### src/rtl/rom_loader_if.sv
// ---------------------------------------------------------------------------
// rom_loader_if
// Purpose : bundles the byte-stream handshake feeding the ROM loader and the
//           ROM write port it drives.
// Signals :
//   byte_i        8   received byte
//   byte_valid_i  1   byte_i valid
//   byte_ready_o  1   loader can accept a byte
//   w_en_o        1   ROM write strobe (one cycle per word)
//   w_addr_o      AW  ROM word address
//   w_data_o      DW  ROM write data
// Handshake: a byte is transferred on a rising clk edge where both
//   byte_valid_i and byte_ready_o are high. The source may hold byte_valid_i
//   high across consecutive cycles to stream one byte per cycle; byte_i must
//   be stable whenever byte_valid_i is high.
// Modports: slave = loader view, master = byte source / ROM observer view.
// ---------------------------------------------------------------------------
interface rom_loader_if #(
    parameter int AW = 12,
    parameter int DW = 32
);
    logic [7:0]    byte_i;
    logic          byte_valid_i;
    logic          byte_ready_o;
    logic          w_en_o;
    logic [AW-1:0] w_addr_o;
    logic [DW-1:0] w_data_o;

    modport slave (
        input  byte_i, byte_valid_i,
        output byte_ready_o, w_en_o, w_addr_o, w_data_o
    );

    modport master (
        output byte_i, byte_valid_i,
        input  byte_ready_o, w_en_o, w_addr_o, w_data_o
    );
endinterface

### src/rtl/rom_loader.sv
// ---------------------------------------------------------------------------
// rom_loader
// Purpose : turns a framed byte stream into 32-bit instruction-ROM writes and
//           holds the core in reset while the image is being loaded.
//           Frame: SYNC_BYTE, LEN_LO, LEN_HI (word count), then LEN words of
//           4 bytes each, LSB first.
// Optional: define ROM_LOADER_CHKSUM_EN to append one checksum byte (XOR of
//           all data bytes) to each frame; a mismatch aborts the frame.
// Ports   :
//   clk          in   system clock
//   rst          in   asynchronous active-low reset
//   bus          slave modport of rom_loader_if (byte handshake + ROM write)
//   cpu_hold_o   out  hold the core in reset while loading
//   busy_o       out  frame in progress (state != IDLE)
//   done_o       out  one-cycle pulse, image loaded
//   err_o        out  sticky, last frame aborted (cleared by the next SYNC)
//   o_dbg_state  out  current FSM state encoding
// ---------------------------------------------------------------------------
module rom_loader #(
    parameter int         AW        = 12,
    parameter int         DW        = 32,
    parameter int         MEM_NUM   = 4096,
    parameter logic [7:0] SYNC_BYTE = 8'hA5
) (
    input  logic        clk,
    input  logic        rst,
    rom_loader_if.slave bus,
    output logic        cpu_hold_o,
    output logic        busy_o,
    output logic        done_o,
    output logic        err_o,
    output logic [2:0]  o_dbg_state
);

    typedef enum logic [2:0] {
        S_IDLE = 3'd0,
        S_LEN0 = 3'd1,
        S_LEN1 = 3'd2,
        S_DATA = 3'd3,
`ifdef ROM_LOADER_CHKSUM_EN
        S_CHK  = 3'd4,
`endif
        S_DONE = 3'd5,
        S_ERR  = 3'd6
    } state_t;

    localparam logic [15:0] MAX_LEN = 16'(MEM_NUM);

    state_t        r_state;
    logic          r_ready;
    logic          r_hold;
    logic          r_busy;
    logic          r_done;
    logic          r_err;
    logic          r_w_en;
    logic [AW-1:0] r_w_addr;
    logic [DW-1:0] r_w_data;
    logic [AW:0]   r_word_cnt;   // one extra bit so LEN == MEM_NUM fits
    logic [1:0]    r_byte_idx;
    logic [7:0]    r_len_lo;
    logic [15:0]   r_len;
    logic [23:0]   r_word;       // lanes 0..2; lane 3 comes straight from byte_i
`ifdef ROM_LOADER_CHKSUM_EN
    logic [7:0]    r_xor;
`endif

    logic          w_accept;
    logic [15:0]   w_len;
    logic [AW:0]   w_cnt_next;
    logic          w_last;

    assign w_accept   = bus.byte_valid_i && r_ready;
    assign w_len      = {bus.byte_i, r_len_lo};
    assign w_cnt_next = r_word_cnt + (AW+1)'(1);
    assign w_last     = (16'(w_cnt_next) == r_len);

    always_ff @(posedge clk or negedge rst) begin
        if (!rst) begin
            r_state    <= S_IDLE;
            r_ready    <= 1'b0;
            r_hold     <= 1'b0;
            r_busy     <= 1'b0;
            r_done     <= 1'b0;
            r_err      <= 1'b0;
            r_w_en     <= 1'b0;
            r_w_addr   <= '0;
            r_w_data   <= '0;
            r_word_cnt <= '0;
            r_byte_idx <= '0;
            r_len_lo   <= '0;
            r_len      <= '0;
            r_word     <= '0;
`ifdef ROM_LOADER_CHKSUM_EN
            r_xor      <= '0;
`endif
        end else begin
            r_w_en <= 1'b0;
            r_done <= 1'b0;
            case (r_state)
                S_IDLE: begin
                    r_ready <= 1'b1;
                    if (w_accept && bus.byte_i == SYNC_BYTE) begin
                        r_state <= S_LEN0;
                        r_err   <= 1'b0;
                        r_hold  <= 1'b1;
                        r_busy  <= 1'b1;
                    end
                end
                S_LEN0: begin
                    if (w_accept) begin
                        r_len_lo <= bus.byte_i;
                        r_state  <= S_LEN1;
                    end
                end
                S_LEN1: begin
                    if (w_accept) begin
                        r_len <= w_len;
                        if (w_len == 16'd0 || w_len > MAX_LEN) begin
                            r_state <= S_ERR;
                            r_err   <= 1'b1;
                            r_hold  <= 1'b0;
                            r_ready <= 1'b0;
                        end else begin
                            r_state    <= S_DATA;
                            r_word_cnt <= '0;
                            r_byte_idx <= '0;
`ifdef ROM_LOADER_CHKSUM_EN
                            r_xor      <= '0;
`endif
                        end
                    end
                end
                S_DATA: begin
                    if (w_accept) begin
`ifdef ROM_LOADER_CHKSUM_EN
                        r_xor <= r_xor ^ bus.byte_i;
`endif
                        r_byte_idx <= r_byte_idx + 2'd1;
                        case (r_byte_idx)
                            2'd0: r_word[7:0]   <= bus.byte_i;
                            2'd1: r_word[15:8]  <= bus.byte_i;
                            2'd2: r_word[23:16] <= bus.byte_i;
                            default: begin
                                // 4th byte: issue the write on the next cycle
                                r_w_en     <= 1'b1;
                                r_w_addr   <= r_word_cnt[AW-1:0];
                                r_w_data   <= {bus.byte_i, r_word};
                                r_word_cnt <= w_cnt_next;
                                if (w_last) begin
`ifdef ROM_LOADER_CHKSUM_EN
                                    r_state <= S_CHK;
`else
                                    r_state <= S_DONE;
                                    r_done  <= 1'b1;
                                    r_hold  <= 1'b0;
                                    r_ready <= 1'b0;
`endif
                                end
                            end
                        endcase
                    end
                end
`ifdef ROM_LOADER_CHKSUM_EN
                S_CHK: begin
                    if (w_accept) begin
                        r_hold  <= 1'b0;
                        r_ready <= 1'b0;
                        if (bus.byte_i == r_xor) begin
                            r_state <= S_DONE;
                            r_done  <= 1'b1;
                        end else begin
                            r_state <= S_ERR;
                            r_err   <= 1'b1;
                        end
                    end
                end
`endif
                S_DONE, S_ERR: begin
                    r_state <= S_IDLE;
                    r_busy  <= 1'b0;
                    r_ready <= 1'b1;
                end
                default: begin
                    r_state <= S_IDLE;
                    r_busy  <= 1'b0;
                    r_hold  <= 1'b0;
                    r_ready <= 1'b1;
                end
            endcase
        end
    end

    assign bus.byte_ready_o = r_ready;
    assign bus.w_en_o       = r_w_en;
    assign bus.w_addr_o     = r_w_addr;
    assign bus.w_data_o     = r_w_data;
    assign cpu_hold_o       = r_hold;
    assign busy_o           = r_busy;
    assign done_o           = r_done;
    assign err_o            = r_err;
    assign o_dbg_state      = r_state;

endmodule

### src/flat_wrapper.sv
// flat-port wrapper written by rule: the top's interface ports become plain ports
module rom_loader_flat 
#(
    parameter int         AW        = 12,
    parameter int         DW        = 32,
    parameter int         MEM_NUM   = 4096,
    parameter logic [7:0] SYNC_BYTE = 8'hA5
)
  (clk, rst, cpu_hold_o, busy_o, done_o, err_o, o_dbg_state, bus_byte_i, bus_byte_valid_i, bus_byte_ready_o, bus_w_en_o, bus_w_addr_o, bus_w_data_o);
  rom_loader_if #(.AW(AW), .DW(DW)) bus_i ();
  input  logic clk;
  input  logic rst;
  output logic cpu_hold_o;
  output logic busy_o;
  output logic done_o;
  output logic err_o;
  output logic [2:0] o_dbg_state;
  input wire logic [$bits(bus_i.byte_i)-1:0] bus_byte_i;
  input wire logic [$bits(bus_i.byte_valid_i)-1:0] bus_byte_valid_i;
  output wire logic [$bits(bus_i.byte_ready_o)-1:0] bus_byte_ready_o;
  output wire logic [$bits(bus_i.w_en_o)-1:0] bus_w_en_o;
  output wire logic [$bits(bus_i.w_addr_o)-1:0] bus_w_addr_o;
  output wire logic [$bits(bus_i.w_data_o)-1:0] bus_w_data_o;
  assign bus_i.byte_i = bus_byte_i;
  assign bus_i.byte_valid_i = bus_byte_valid_i;
  assign bus_byte_ready_o = bus_i.byte_ready_o;
  assign bus_w_en_o = bus_i.w_en_o;
  assign bus_w_addr_o = bus_i.w_addr_o;
  assign bus_w_data_o = bus_i.w_data_o;
  rom_loader #(.AW(AW), .DW(DW), .MEM_NUM(MEM_NUM), .SYNC_BYTE(SYNC_BYTE)) u_core (.clk(clk), .rst(rst), .bus(bus_i), .cpu_hold_o(cpu_hold_o), .busy_o(busy_o), .done_o(done_o), .err_o(err_o), .o_dbg_state(o_dbg_state));
endmodule
### config.mk
export PLATFORM = sky130hd
export DESIGN_NAME = rom_loader_flat
export DESIGN_NICKNAME = d
export VERILOG_FILES = /design/src/rtl/rom_loader_if.sv /design/src/rtl/rom_loader.sv /design/src/flat_wrapper.sv
export SDC_FILE = /design/constraint.sdc
export NUM_CORES = 1
export LEC_CHECK = 0
export ABC_AREA = 1
export CAP_MARGIN = 15
export CORE_UTILIZATION = 35
export CTS_CLUSTER_DIAMETER = 60
export DETAILED_ROUTE_END_ITERATION = 8
export SETUP_SLACK_MARGIN = 0.05
export SLEW_MARGIN = 0
export SYNTH_ARGS = -nofsm -noshare
export SYNTH_HDL_FRONTEND = slang
export SYNTH_SLANG_ARGS = --single-unit
### constraint.sdc
create_clock -name clk -period 3.45 [get_ports clk]
set_input_delay 0.69 -clock clk [delete_from_list [all_inputs] [get_ports clk]]
set_output_delay 0.69 -clock clk [all_outputs]
set_load 0.01 [all_outputs]
# Word level (Yosys, flattened, before mapping)
# Index checks and enable logic that the tools add are counted.
classes:
  addsub: 2
  n_lt_le_gt_ge: 1
  eq_ne: 17
  n_mux: 37
  bitwise: 4
  reduce_logical: 24
ops:
  columns: ["operator", "count"]
  rows:
  - ["2-to-1 mux 13 bit", 4]
  - ["one-hot mux 13 bit (2 select lines)", 1]
  - ["2-to-1 mux 3 bit", 7]
  - ["== test 13 x 16 -> 1 bit", 1]
  - ["> comparator 16 x 13 -> 1 bit, second input constant", 1]
  - ["logical NOT 16 bit", 1]
  - ["2-to-1 mux 1 bit", 16]
  - ["adder 13 x 1 -> 13 bit, second input constant", 1]
  - ["inequality test 2 x 1 -> 1 bit, second input constant", 6]
  - ["one-hot mux 3 bit (4 select lines)", 1]
  - ["AND reduction 3 bit", 4]
  - ["AND reduction 6 bit", 2]
  - ["OR reduction 3 bit", 3]
  - ["== test 8 bit, second input constant", 1]
  - ["AND reduction 4 bit", 2]
  - ["AND reduction 7 bit", 1]
  - ["== test 3 x 2 -> 1 bit, second input constant", 2]
  - ["== test 3 bit, second input constant", 2]
  - ["2-to-1 mux 2 bit", 3]
  - ["AND reduction 2 bit", 3]
  - ["AND reduction 5 bit", 1]
  - ["inequality test 2 bit, second input constant", 2]
  - ["NOT 1 bit", 4]
  - ["one-hot mux 1 bit (2 select lines)", 2]
  - ["12 further kinds", 14]
word_totals:
  reg_bits: 116
  input_bits: 11
  output_inout_bits: 53
  elab_cells: 101

# Longest topological paths before layout
logic_depth:
  word_depth: 6
  mapped_depth: 16
  ltp_nobuf: 16

# Worst setup path before layout
# Ideal clock, no wire load.
synth_timing:
  path_kind: "in2reg"
  startpoint: "input bus_byte_i[3]"
  endpoint: "register u_core.r_word_cnt[9]"
  setup_ns: 0.123
  arrival_ns: 1.838
  required_ns: 3.327
  path_slack_ns: 1.489
  cell_stages: 11
  path_buffers: 1
  path_cell_list: "inv_1 > nand4_1 > nor3_1 > nand2_1 > nand2_1 > nand3_2 > a21oi_2 > nand2_2 > buf_2 > nand2_1 > o21ai_1"
synth_via:
  elab_chain_len: 4
  word_cells_on_any_way: 5
  classes_between: "order compare (1); eq/ne (1); reduce/logical (3)"
synth_lines:
  columns: ["item", "line", "source"]
  rows:
  - ["from (decl)", "flat_wrapper.sv:18", "input wire logic [$bits(bus_i.byte_i)-1:0] bus_byte_i;"]
  - ["> comparator 16 x 13 -> 1 bit / logical NOT 16 bit (equally long branches)", "rom_loader.sv:118", "if (w_len == 16'd0 || w_len > MAX_LEN) begin"]
  - ["logical OR 1 bit *", "rom_loader.sv:118", null]
  - ["inequality test 2 bit (no source line) *", null, null]
  - ["AND reduction 5 bit (no source line) *", null, null]
  - ["to (signal assigned)", "rom_loader.sv:148", "r_word_cnt <= w_cnt_next;"]
  - ["to (decl)", "rom_loader.sv:58", "logic [AW:0] r_word_cnt;"]
# Every way passes the cells marked *; elsewhere a longest branch is shown, timed or not.
# A chain may end at the register's enable or synchronous reset.

# Worst setup path in the final report
layout_timing:
  startpoint: "input bus_byte_i[1]"
  endpoint: "register u_core.r_word_cnt[9]"
# The elaborated chain is that of the path after synthesis.

==> results.toml <==
[logic_synthesis]
ys_seq_area_share_pct = 54.6
postSynthCellCount = 638
synth_flop_cell = "dfrtp_1"
syn_avg_cell_area_um2 = 8.33
syn_area_um2 = 5310
synth_cell_types = 27
ys_ff_latch = 116
synth_nets = 654
synth-edff-count = 0
yosys_warnings = 0
async_reset_ff_share_pct = 100

[cells_and_area]
drive_gt1_share_pct = 9.17
fillCellCount = 1419
layout_common_cells = "nand2_1, dfrtp_1, o21ai_0, clkdlybuf4s50_1, inv_1"
layout.area.seq_um2 = 2900
synthToLayoutAreaGrowth_pct = 25.7
mostFrequentLayoutCell = "nand2_1"
nets = 724
multi_input_area_um2 = 2110
diodes = 0

[power_and_ir_drop]
p_clk_share_pct = 33.9
leakagePower_nw = 3.18
worst_ir_drop_vdd_mv = 0.392
switching_share_pct = 33.2
pwr-share-comb_pct = 26.5
total_power_mw = 4.97
p_seq_share_pct = 39.6
p_switching_mw = 1.65
powerDensity_nw_per_um2 = 745
internal_power_mw = 3.32

[critical_path]
endpoint_kind = "flip-flop"
critPathKind = "in -> reg"
worstSetupStartpointType = "primary input"
crit_required_ns = 3.71
crit_path_max_fanout = 18
crit_arrival_ns = 2.70

[clock_network]
post_cts_buffers = 0
root_buffer = "clkbuf_16"
clock-sinks = 116
htree_levels = 4
clk_pin_slew_ns = 0.05
cts_tree = "built"
cts_hold_buf = 0
insertion_delay_ns = 0.42
numCtsBuffers = 17
post_cts_resized = 0
clk_path_buf_depth = 2

[floorplanning]
io_pins = 64
die_w_um = 125
rows = 44
core_area_um2 = 14700
die_h_um = 125
initial_core_util_pct = 36.1
die_area_um2 = 15700

[global_routing]
grt_pass1_vias = 4433
grt-ovfl-total = 0
antenna_found_initial = 0
grt_max_degree = 56
grt_pass1_wl_mm = 22.0
grtUsageTotal_pct = 18.0

[sta]
holdWs_ns = 0.273
fin_skew_ns = 0.00770
rsz0062_at_grt = "no"
final.min_clock_period_ns = 2.44
slew_violations = 0
tightest_slew_ns = 0.888
fmax_mhz = 410
slew_headroom_pct = 40.7
hold_viol = 0
setup-tns-final_ns = 0
finalCritPeriodShare_pct = 70.7
setup_viol = 0

[detailed_routing]
wl_mm = 13.1
first_pass_iters = 7
vias = 4421
routed_via_density = 4.89
wire_per_inst_um = 14.4
ant_nets = 0
drt_iter0_markers = 316
drc = 8

[placement]
dp_hpwl_mm = 9.04
portBuffers = 63
finalWeightedCongestion = 0.853

[job]
drv_cap = 0

[run_status]
status = "finished, violations left"
violations = "design-rule violations"

[hold_path]
min_path_type = "in -> async"
## path summary, 6_finish.rpt
| check | from | to | slack (ns) | cells past startpoint |
|---|---|---|---|---|
| setup / recovery | bus_byte_i[1] | u_core.r_word_cnt[9] | 1.01 | 11 |
| max in group asynchronous | rst | u_core.r_word_cnt[1] | 2.38 | 2 |
| hold reg to reg | u_core.bus.w_data_o[12] | u_core.bus.w_data_o[12] | 0.47 | 2 |
| setup reg to reg | u_core.o_dbg_state[1] | u_core.bus.w_data_o[6] | 1.18 | 10 |
| hold / removal | rst | u_core.bus.w_data_o[20] | 0.27 | 1 |
| min in group clk | u_core.bus.w_data_o[12] | u_core.bus.w_data_o[12] | 0.47 | 2 |
## Yosys cell counts, types with 2 or more instances
cell	instances	area (µm²)
nor2_1	25	93.8
nand4_1	13	81.3
nor2_4	4	45.0
buf_2	6	30.0
buf_4	3	22.5
o21ai_0	70	350
nor2_2	4	25.0
nand2_4	4	45.0
clkbuf_1	6	22.5
nand3_1	29	145
nand3b_1	5	37.5
inv_1	51	191
o21ai_1	13	65.1
buf_6	3	33.8
inv_2	2	7.51
nor3_1	6	30.0
nor3_2	2	20.0
nand2_2	5	31.3
nand2_1	255	957
ha_1	5	62.6
nand3_2	6	60.1
dfrtp_1	116	2900
## layer usage
| layer | vias to the layer above | routed length [µm] | global-route usage (%) |
|---|---|---|---|
| met4 | 0 | 232 | 6.60 |
| met1 | 2132 | 6080 | 23.1 |
| li1 | 2183 | - | - |
| met3 | 18 | 502 | 4.88 |
| met2 | 88 | 6240 | 29.3 |
| met5 | - | 0 | 0 |
## power by group through the flow
stage / registers (mW) / logic, mW / clock network [mW]
3_3_place_gp: 1.98 / 1.29 / 0
2_1_floorplan: 1.97 / 0.793 / 0
3_5_place_dp: 1.99 / 1.31 / 0
6_report: 1.97 / 1.32 / 1.69
4_1_cts: 1.97 / 1.33 / 1.72
5_1_grt: 2.02 / 1.49 / 1.78
## cell families (layout without fill, tap and decap cells)
| kind of cell | after synthesis | after routing | synth area share [%] |
|---|---|---|---|
| buffers and inverters | 71 | 153 | 5.79 |
| AND/OR/NAND/NOR | 359 | 359 | 30.0 |
| adder cells (fa/ha/maj) | 5 | 5 | 1.18 |
| XOR/XNOR | 1 | 1 | 0.165 |
| AO/OA/AOI/OAI | 86 | 86 | 8.27 |
| flip-flops | 116 | 116 | 54.6 |
## metrics by stage
stage	util [%]	instances	cell area [µm²]	worst slack [ns]
5_1_grt	45.4	904	6680	0.722
4_1_cts	45.4	904	6680	1.02
3_5_place_dp	41.6	873	6110	0.623
3_3_place_gp	41.6	873	6110	0.632
6_report	45.4	904	6680	1.01
2_1_floorplan	-	638	5310	1.49
## flip-flops by register name, summed over array words and instances, names as in the netlist, 2 cells and up
signal               count
u_core.r_word           24
u_core.r_len            16
u_core.o_dbg_state       3
u_core.r_word_cnt       13
u_core.bus.w_addr_o     12
u_core.r_len_lo          8
u_core.r_byte_idx        2
u_core.bus.w_data_o     32
## critical path, cell delays in order
cell,delay (ns)
clkdlybuf4s50_1,0.45
inv_1,0.26
nand4_1,0.19
nor3_1,0.17
nand2_1,0.07
nand2_1,0.08
nand3_2,0.11
a21oi_2,0.20
nand2_2,0.26
nand2_1,0.14
o21ai_1,0.07
## cell type report
type,instances,share of cell area (%)
clock buffer,18,6.43
clock inverter,13,2.04
inverter,53,2.98
multi-input combinational,451,31.6
sequential,116,43.5
tap,184,3.45
timing repair buffer,69,10.1
No activity file was read; power rests on OpenSTA's default activity.
